--- src/rtl/jtframe_bank_rr_pkg.sv ---
// Shared types for the round-robin SDRAM bank arbiter.
// Holds the arbiter state encoding and the pointer-width helper.
package jtframe_bank_rr_pkg;

  typedef enum logic [1:0] {
    IDLE  = 2'd0,
    ISSUE = 2'd1,
    WAIT  = 2'd2
  } state_t;

  // A single requester still needs one bit so the pointer is never zero-width
  function automatic int ptr_w(input int n);
    return (n < 2) ? 1 : $clog2(n);
  endfunction

endpackage

--- src/rtl/jtframe_bank_rr_pick.sv ---
// Rotating priority encoder: first asserted request at or after ptr, with wrap-around.
// Purely combinational; the arbiter registers its result.
module jtframe_bank_rr_pick
  import jtframe_bank_rr_pkg::*;
#(
  parameter int N = 4
) (
  input  logic [N-1:0]           req,
  input  logic [ptr_w(N)-1:0]    ptr,
  output logic                   valid,
  output logic [ptr_w(N)-1:0]    idx
);

  localparam int PW = ptr_w(N);

  always_comb begin
    valid = 1'b0;
    idx   = '0;
    for (int k = 0; k < N; k++) begin
      int j;
      j = int'(ptr) + k;
      if (j >= N) j = j - N;
      if (!valid && req[PW'(j)]) begin
        valid = 1'b1;
        idx   = PW'(j);
      end
    end
  end

endmodule

--- src/rtl/jtframe_bank_rr.sv ---
// Round-robin arbiter sharing one SDRAM bank port among N requesters.
// Latches the winner's command until the bank accepts and routes completion strobes to it.
module jtframe_bank_rr
  import jtframe_bank_rr_pkg::*;
#(
  parameter int N  = 4,
  parameter int AW = 22,
  parameter int DW = 16
) (
  input  logic            clk,
  input  logic            rst_n,
  input  logic [N-1:0]    req,
  input  logic [N-1:0]    we,
  input  logic [N*AW-1:0] addr,
  input  logic [N*DW-1:0] din,
  input  logic [N*2-1:0]  dsn,
  output logic [N-1:0]    gnt,
  output logic [N-1:0]    ack,
  output logic [N-1:0]    dst,
  output logic [N-1:0]    dok,
  output logic [N-1:0]    rdy,
  output logic [DW-1:0]   dout,
  output logic [AW-1:0]   ba_addr,
  output logic            ba_rd,
  output logic            ba_wr,
  output logic [DW-1:0]   ba_din,
  output logic [1:0]      ba_dsn,
  input  logic            ba_ack,
  input  logic            ba_dst,
  input  logic            ba_dok,
  input  logic            ba_rdy,
  input  logic [DW-1:0]   sdram_dout
);

  localparam int PW = ptr_w(N);

  state_t          state_q, state_d;
  logic [PW-1:0]   ptr_q, ptr_d;
  logic [PW-1:0]   owner_q, owner_d;
  logic            we_q, we_d;
  logic [AW-1:0]   addr_q, addr_d;
  logic [DW-1:0]   din_q, din_d;
  logic [1:0]      dsn_q, dsn_d;
  logic [N-1:0]    gnt_q, gnt_d;
  logic [N-1:0]    ack_q, ack_d;
  logic            ba_rd_q, ba_rd_d;
  logic            ba_wr_q, ba_wr_d;

  logic            pick_valid;
  logic [PW-1:0]   pick_idx;
  logic [N-1:0]    owner_oh;
  logic            own_req;

  jtframe_bank_rr_pick #(.N(N)) u_pick (
    .req   (req),
    .ptr   (ptr_q),
    .valid (pick_valid),
    .idx   (pick_idx)
  );

  assign owner_oh = N'(1) << owner_q;
  assign own_req  = req[owner_q];

  always_comb begin
    state_d = state_q;
    ptr_d   = ptr_q;
    owner_d = owner_q;
    we_d    = we_q;
    addr_d  = addr_q;
    din_d   = din_q;
    dsn_d   = dsn_q;
    gnt_d   = gnt_q;
    ack_d   = '0;
    ba_rd_d = ba_rd_q;
    ba_wr_d = ba_wr_q;
    case (state_q)
      IDLE: begin
        if (pick_valid) begin
          owner_d = pick_idx;
          we_d    = we[pick_idx];
          addr_d  = addr[int'(pick_idx)*AW +: AW];
          din_d   = din[int'(pick_idx)*DW +: DW];
          dsn_d   = dsn[int'(pick_idx)*2 +: 2];
          gnt_d   = N'(1) << pick_idx;
          ba_rd_d = ~we[pick_idx];
          ba_wr_d = we[pick_idx];
          state_d = ISSUE;
        end
      end
      ISSUE: begin
        // An acceptance outranks a simultaneous request drop
        if (ba_ack) begin
          ack_d   = owner_oh;
          ba_rd_d = 1'b0;
          ba_wr_d = 1'b0;
          state_d = WAIT;
        end else if (!own_req) begin
          ba_rd_d = 1'b0;
          ba_wr_d = 1'b0;
          gnt_d   = '0;
          state_d = IDLE;
        end
      end
      WAIT: begin
        if (ba_rdy) begin
          ptr_d   = (owner_q == PW'(N-1)) ? '0 : owner_q + PW'(1);
          gnt_d   = '0;
          state_d = IDLE;
        end
      end
      default: state_d = IDLE;
    endcase
  end

  always_ff @(posedge clk or negedge rst_n) begin
    if (!rst_n) begin
      state_q <= IDLE;
      ptr_q   <= '0;
      owner_q <= '0;
      we_q    <= 1'b0;
      addr_q  <= '0;
      din_q   <= '0;
      dsn_q   <= 2'b11;
      gnt_q   <= '0;
      ack_q   <= '0;
      ba_rd_q <= 1'b0;
      ba_wr_q <= 1'b0;
    end else begin
      state_q <= state_d;
      ptr_q   <= ptr_d;
      owner_q <= owner_d;
      we_q    <= we_d;
      addr_q  <= addr_d;
      din_q   <= din_d;
      dsn_q   <= dsn_d;
      gnt_q   <= gnt_d;
      ack_q   <= ack_d;
      ba_rd_q <= ba_rd_d;
      ba_wr_q <= ba_wr_d;
    end
  end

  // Completion strobes reach only the owner, and only once the bank has accepted
  assign dst = (state_q == WAIT && ba_dst) ? owner_oh : '0;
  assign dok = (state_q == WAIT && ba_dok) ? owner_oh : '0;
  assign rdy = (state_q == WAIT && ba_rdy) ? owner_oh : '0;

  assign gnt     = gnt_q;
  assign ack     = ack_q;
  assign dout    = sdram_dout;
  assign ba_addr = addr_q;
  assign ba_din  = din_q;
  assign ba_dsn  = dsn_q;
  assign ba_rd   = ba_rd_q;
  assign ba_wr   = ba_wr_q;

endmodule

--- config.mk ---
export PLATFORM = sky130hd
export DESIGN_NAME = jtframe_bank_rr
export DESIGN_NICKNAME = d
export VERILOG_FILES = /design/src/rtl/jtframe_bank_rr_pkg.sv /design/src/rtl/jtframe_bank_rr_pick.sv /design/src/rtl/jtframe_bank_rr.sv
export SDC_FILE = /design/constraint.sdc
export NUM_CORES = 1
export LEC_CHECK = 0
export BUFFER_PORTS_ARGS = -buffer_cell sky130_fd_sc_hd__buf_2
export CORE_ASPECT_RATIO = 0.8
export CORE_MARGIN = 3
export CORE_UTILIZATION = 38
export CTS_CLUSTER_SIZE = 8
export DETAILED_ROUTE_END_ITERATION = 7
export PLACE_DENSITY = 0.77
export SKIP_CTS_REPAIR_TIMING = 1
export SYNTH_ARGS = -nofsm -noshare
export SYNTH_HDL_FRONTEND = slang
export SYNTH_SLANG_ARGS = --single-unit
export TNS_END_PERCENT = 50
--- constraint.sdc ---
create_clock -name clk -period 1.8 [get_ports clk]
set_clock_uncertainty 0.05 [all_clocks]
set_input_delay 0 -clock clk [delete_from_list [all_inputs] [get_ports clk]]
set_output_delay 0 -clock clk [all_outputs]
set_load 0.01 [all_outputs]
# Word-level counts from Yosys, hierarchy flattened
# Cells that the tools add are included.
dict set report totals {
  inputBits 190
  mem_count 0
  mem_bits_ro 0
  register_bits 56
  latch_bits 0
  mem_bits_rw 0
  output_inout_bits 78
}
dict set report classes {
  n_div 0
  add_sub_neg 8
  reduce_logical 17
  shift 5
  multipliers 1
  n_mux 50
  n_bitwise 1
  n_lt_le_gt_ge 10
  eq_ne 8
}
# cell count
set op_table {}
lappend op_table {{88-bit by 8-bit indexed part select with 22-bit output} 1}
lappend op_table {{64-bit by 7-bit indexed part select with 16-bit output} 1}
lappend op_table {{4-bit 2-to-1 mux} 9}
lappend op_table {{2-bit 2-to-1 mux} 13}
lappend op_table {{1-bit 2-to-1 mux} 18}
lappend op_table {{2-bit by 4-bit less-than comparator with 1-bit output, second input constant} 4}
lappend op_table {{1-bit binary-select mux with 2-bit select} 6}
lappend op_table {{4-bit case mux with 3 select lines} 1}
lappend op_table {{3-bit greater-or-equal comparator, second input constant} 3}
lappend op_table {{2-bit != test, second input constant} 4}
lappend op_table {{8-bit by 4-bit indexed part select with 2-bit output} 1}
lappend op_table {{1-bit by 2-bit left shift with 4-bit output, first input constant} 2}
lappend op_table {{2-bit by 1-bit subtractor with 2-bit output, second input constant} 4}
lappend op_table {{2-bit by 2-bit adder with 3-bit output, second input constant} 2}
lappend op_table {{1-bit logical AND} 6}
lappend op_table {{2-bit by 3-bit less-than comparator with 1-bit output, second input constant} 2}
lappend op_table {{2-bit by 4-bit multiplier with 6-bit output, second input constant} 1}
lappend op_table {{2-bit case mux with 3 select lines} 1}
lappend op_table {{3-bit AND reduction} 2}
lappend op_table {{5-bit AND reduction} 1}
lappend op_table {{2-bit == test, second input constant} 2}
lappend op_table {{1-bit case mux with 2 select lines} 2}
lappend op_table {{2-bit AND reduction} 2}
lappend op_table {{2-bit by 1-bit adder with 3-bit output, second input constant} 1}
lappend op_table {{other kinds (9)} 11}

# Depth between registers and ports, before layout
dict set report depth {
  depth_word 20
  depth_mapped 8
}

# Cells and area by module
# Synthesis repeated with hierarchy kept, for this count alone.
dict set report unflattened {
  hier_cells 249
  hier_area_um2 3594.7
}
# mod cells_per_inst seq_area_each_um2 area_each_um2 instances
set by_module_without_submodules {}
lappend by_module_without_submodules {jtframe_bank_rr 234 1403.8 3517.1 1}
lappend by_module_without_submodules {jtframe_bank_rr_pick 15 0.0 77.6 1}

# Worst setup path after synthesis
# OpenSTA, ideal clock, no wires.
dict set report synth_timing {
  kind {reg2reg}
  from {register ptr_q[1]}
  to {register ba_wr_q, in the netlist ba_wr}
  required_time_ps 1624
  period_less_slack_ps 1985
  path_stages_with_launch 7
  t_arrival_ps 1810
  path_buffers 2
  path_slack_ps -185
  path_cell_list {dfrtp_1 -> clkbuf_1 -> or4_1 -> buf_2 -> and3_1 -> a21o_1 -> a221o_1}
}
dict set report synth_via {
  elab_chain_cells 19
}
# element line
set synth_lines {}
lappend synth_lines {{from (decl)} jtframe_bank_rr.sv:38} ;# logic [PW-1:0] ptr_q, ptr_d;
lappend synth_lines {{from (signal assigned)} jtframe_bank_rr.sv:130} ;# ptr_q <= ptr_d;
lappend synth_lines {{branches (longest 19 deep; another with 2-bit by 1-bit adder with 3-bit output)} -}
lappend synth_lines {{to (signal assigned)} jtframe_bank_rr.sv:139} ;# ba_wr_q <= ba_wr_d;
lappend synth_lines {{to (decl)} jtframe_bank_rr.sv:47} ;# logic ba_wr_q, ba_wr_d;
# Several ways; the timed one is not identified. The select of a mux whose other input is x is not followed.
# A chain may end at the register's enable or synchronous reset.

# Final worst setup path
dict set report layout_timing {
  from {register owner_q[1]}
  to {register ba_wr_q, in the netlist ba_wr}
}
dict set report layout_via {
  elab_chain_cells 4
}
# element line
set layout_lines {}
lappend layout_lines {{from (decl)} jtframe_bank_rr.sv:39} ;# logic [PW-1:0] owner_q, owner_d;
lappend layout_lines {{from (signal assigned)} jtframe_bank_rr.sv:131} ;# owner_q <= owner_d;
lappend layout_lines {{1-bit binary-select mux with 2-bit select} jtframe_bank_rr.sv:62} ;# assign own_req = req[owner_q];
lappend layout_lines {{1-bit 2-to-1 mux (implied by the code)} jtframe_bank_rr.sv:62}
lappend layout_lines {{3-bit != test (no line)} -}
lappend layout_lines {{3-bit AND reduction (no line)} -}
# No other way between the ends. The select of a mux whose other input is x is not followed.

==> impl_metrics.json <==
{
  "cp_max_fo": 5,
  "power_frac_comb": 0.671,
  "power_density_mw_per_mm2": 1505,
  "final_hold_viol_count": 13,
  "vias_per_cell": 5.691,
  "clock_latency_ns": 0.29,
  "syn-mean-instance-area_um2": 8.231,
  "grt_max_degree": 47,
  "fin_crit_ns": 1.984,
  "initial_core_util": 0.3951,
  "finalSetupViolCount": 42,
  "slew_violations": 0,
  "placed_cells": 829,
  "max_freq_mhz": 503.9,
  "p_seq_frac": 0.231,
  "dr_total_vias": 5014,
  "synth_area_mm2": 0.003844,
  "num-fill-cells": 820,
  "maxCapViolations": 0,
  "synthToLayoutAreaGrowth_pct": 66.70,
  "die_area_mm2": 0.01137,
  "place.gp.congestion": 0.8311,
  "yosys_register_bits": 56,
  "place_area_mm2": 0.005375,
  "setup.worst_path.start_class": "flip-flop",
  "power.switching_mw": 4.201,
  "die_w_um": 118.4,
  "finalWirelength_mm": 17.21,
  "critical_path_class": "flip-flop to flip-flop",
  "status": "finished, violations left",
  "endpoint_kind": "flip-flop",
  "peakVddDrop_v": 0.0007087,
  "grt_antenna_before_repair": 0,
  "routedWlPerCell_um": 19.53,
  "grt_usage": 0.2499,
  "drtAntennaViolNets": 0,
  "hp-class": "input port to flip-flop",
  "crit_chain": "mux4_2 > a221o_2 > nor4_4 > a21boi_2 > a221o_1",
  "rows": 32,
  "cts_tree": "built",
  "async_reset_ff_frac": 1.000,
  "netlist-cell-type-count": 43,
  "cts_buffer_depth": 2,
  "fin_crit_sh": 1.102,
  "root_buffer": "clkbuf_16",
  "firstDrtPassIters": 6,
  "slowest_stage": "mux4_2",
  "grt_pass1_wl_mm": 22.98,
  "path_clk_slew_ns": 0.07,
  "grt_pass1_vias": 4653,
  "gr-total-overflow": 0,
  "crit_required_ns": 1.98,
  "pwr-share-clk": 0.098,
  "htreeDepth": 2,
  "violations": "hold timing, setup timing",
  "final_area_mm2": 0.006407,
  "arrival_ns": 2.16,
  "syn_inst": 467,
  "holdWs_ns": -0.01681,
  "final_util": 0.6586,
  "io_pins": 268,
  "rsz0062_at_grt": "true",
  "drive_gt1_frac": 0.5101,
  "coreArea_mm2": 0.009729,
  "fin_nets": 942,
  "p_int_mw": 5.439,
  "slew_headroom": 0.5596,
  "drc_errors": 0,
  "layout_setup_ws_ns": -0.1845,
  "drt_iter0_drc": 519,
  "p_leak_nw": 3.218,
  "io_buffer_count": 235,
  "fin_cells": 881,
  "critical_path.max_stage_delay_ns": 0.53,
  "dp_hpwl_mm": 11.33,
  "ys.flop_type": "dfrtp_1",
  "synth-edff-count": 0,
  "worst_slew_pin_slew_ns": 0.6607,
  "tns_ns": -2.089,
  "die_h_um": 95.96,
  "diodes": 0,
  "swShare": 0.4358,
  "yosys_warnings": 0,
  "cts.sinks": 56,
  "cts_buffers": 5,
  "synth_fp_nets": 664,
  "yosysSeqAreaShare": 0.3652
}
==> sequential cells by signal, summed over array words and instances, names as in the netlist <==
name / flops
ba_rd: 1
ba_addr: 22
ba_wr: 1
ptr_q: 2
gnt: 4
ba_dsn: 2
owner_q: 2
ack: 4
ba_din: 16
state_q: 2
==> metal layers <==
layer | GRT usage | up-vias | part of all wire
li1 | - | 2283 | -
met1 | 0.3028 | 2377 | 0.39
met2 | 0.4508 | 318 | 0.49
met3 | 0.05640 | 36 | 0.096
met4 | 0.07425 | 0 | 0.023
met5 | 0 | - | 0
==> logic make-up after synthesis <==
family / count (synthesis) / synth area share
muxes: 2 / 0.008788
and+or+nand+nor: 141 / 0.1813
buffers and inverters: 68 / 0.08854
adders and majority gates: 7 / 0.02279
AOI/OAI and AO/OA: 193 / 0.3333
DFF: 56 / 0.3652
==> layout by cell type, fill, tap and decap left out, types with 12 or more instances in the layout <==
cell type      netlist  routed
nand3_1             43      16
dlygate4sd3_1        0      21
buf_2                5     235
buf_12               0      12
o21ai_0             49      23
clkbuf_16            0      12
nor2_1              47      46
o21ai_1              1      18
a22oi_1             40      40
a21o_1              43      43
and3_1              17      16
a31oi_1             40      40
nand3_2              0      26
dfrtp_1             54      54
buf_4               17      45
==> path summary, 6_finish.rpt <==
path	from	endpoint	slack [ns]	cells after the start
hold reg to reg	gnt[3]	gnt[3]	0.44	1
min in group asynchronous	rst_n	ack[0]	0.22	2
hold / removal	addr[6]	ba_addr[6]	-0.02	3
max in group asynchronous	rst_n	ba_dsn[0]	0.81	3
setup reg to reg	owner_q[1]	ba_wr	-0.18	5
setup / recovery	owner_q[1]	ba_wr	-0.18	5
==> metrics by stage <==
| step | total power [mW] | hold WS [ns] | setup slack [ns] |
|---|---|---|---|
| 2_1_floorplan | 5.307 | -0.3456 | -0.08901 |
| 3_3_place_gp | 7.264 | -0.04993 | -0.2529 |
| 3_5_place_dp | 7.460 | -0.04993 | -0.3321 |
| 4_1_cts | 8.438 | -0.2963 | -0.3351 |
| 5_1_grt | 10.28 | 0.0001862 | -0.2392 |
| 6_report | 9.641 | -0.01681 | -0.1845 |
==> power groups by stage <==
stage | clock (mW) | sequential [mW] | combinational [mW]
2_1_floorplan | 0 | 2.48 | 2.83
3_3_place_gp | 0 | 2.21 | 5.06
3_5_place_dp | 0 | 2.23 | 5.23
4_1_cts | 0.980 | 2.21 | 5.24
5_1_grt | 1.03 | 2.30 | 6.95
6_report | 0.945 | 2.23 | 6.46
==> cells in the mapped netlist, types with 2 or more instances <==
library cell | number | area, µm²
or4_1 | 2 | 15.01
nand2b_1 | 4 | 25.02
buf_2 | 5 | 25.02
dfstp_2 | 2 | 52.55
a31oi_1 | 40 | 250.2
inv_1 | 6 | 22.52
o221a_2 | 2 | 22.52
nor2_1 | 47 | 176.4
a21o_1 | 43 | 322.8
a221o_1 | 2 | 20.02
a21oi_1 | 5 | 25.02
a211oi_1 | 2 | 15.01
dfrtp_1 | 54 | 1351
buf_4 | 17 | 127.6
nor4_1 | 3 | 18.77
nand2_1 | 12 | 45.04
o21ai_0 | 49 | 245.2
clkbuf_1 | 32 | 120.1
a22oi_1 | 40 | 300.3
buf_1 | 6 | 22.52
buf_6 | 2 | 22.52
ha_1 | 7 | 87.58
nor2b_1 | 7 | 43.79
nand3_1 | 43 | 215.2
and3_1 | 17 | 106.4
==> cell type report <==
class,instances,area [µm²],area share
clock buffers,7,132.6,0.02070
flip-flops and latches,56,1404,0.2191
inverters,6,22.52,0.003515
multi-input cells,343,2381,0.3716
repair buffers,333,2297,0.3585
well taps,136,170.2,0.02656
==> critical path: cells and delay by family, from the launching register on <==
family / cells / cell delay [ns]
compound gates: 3 / 0.79
mux: 1 / 0.53
simple gates: 1 / 0.17
flops: 1 / 0.38
Note: power is estimated with default switching activity, not from simulation.
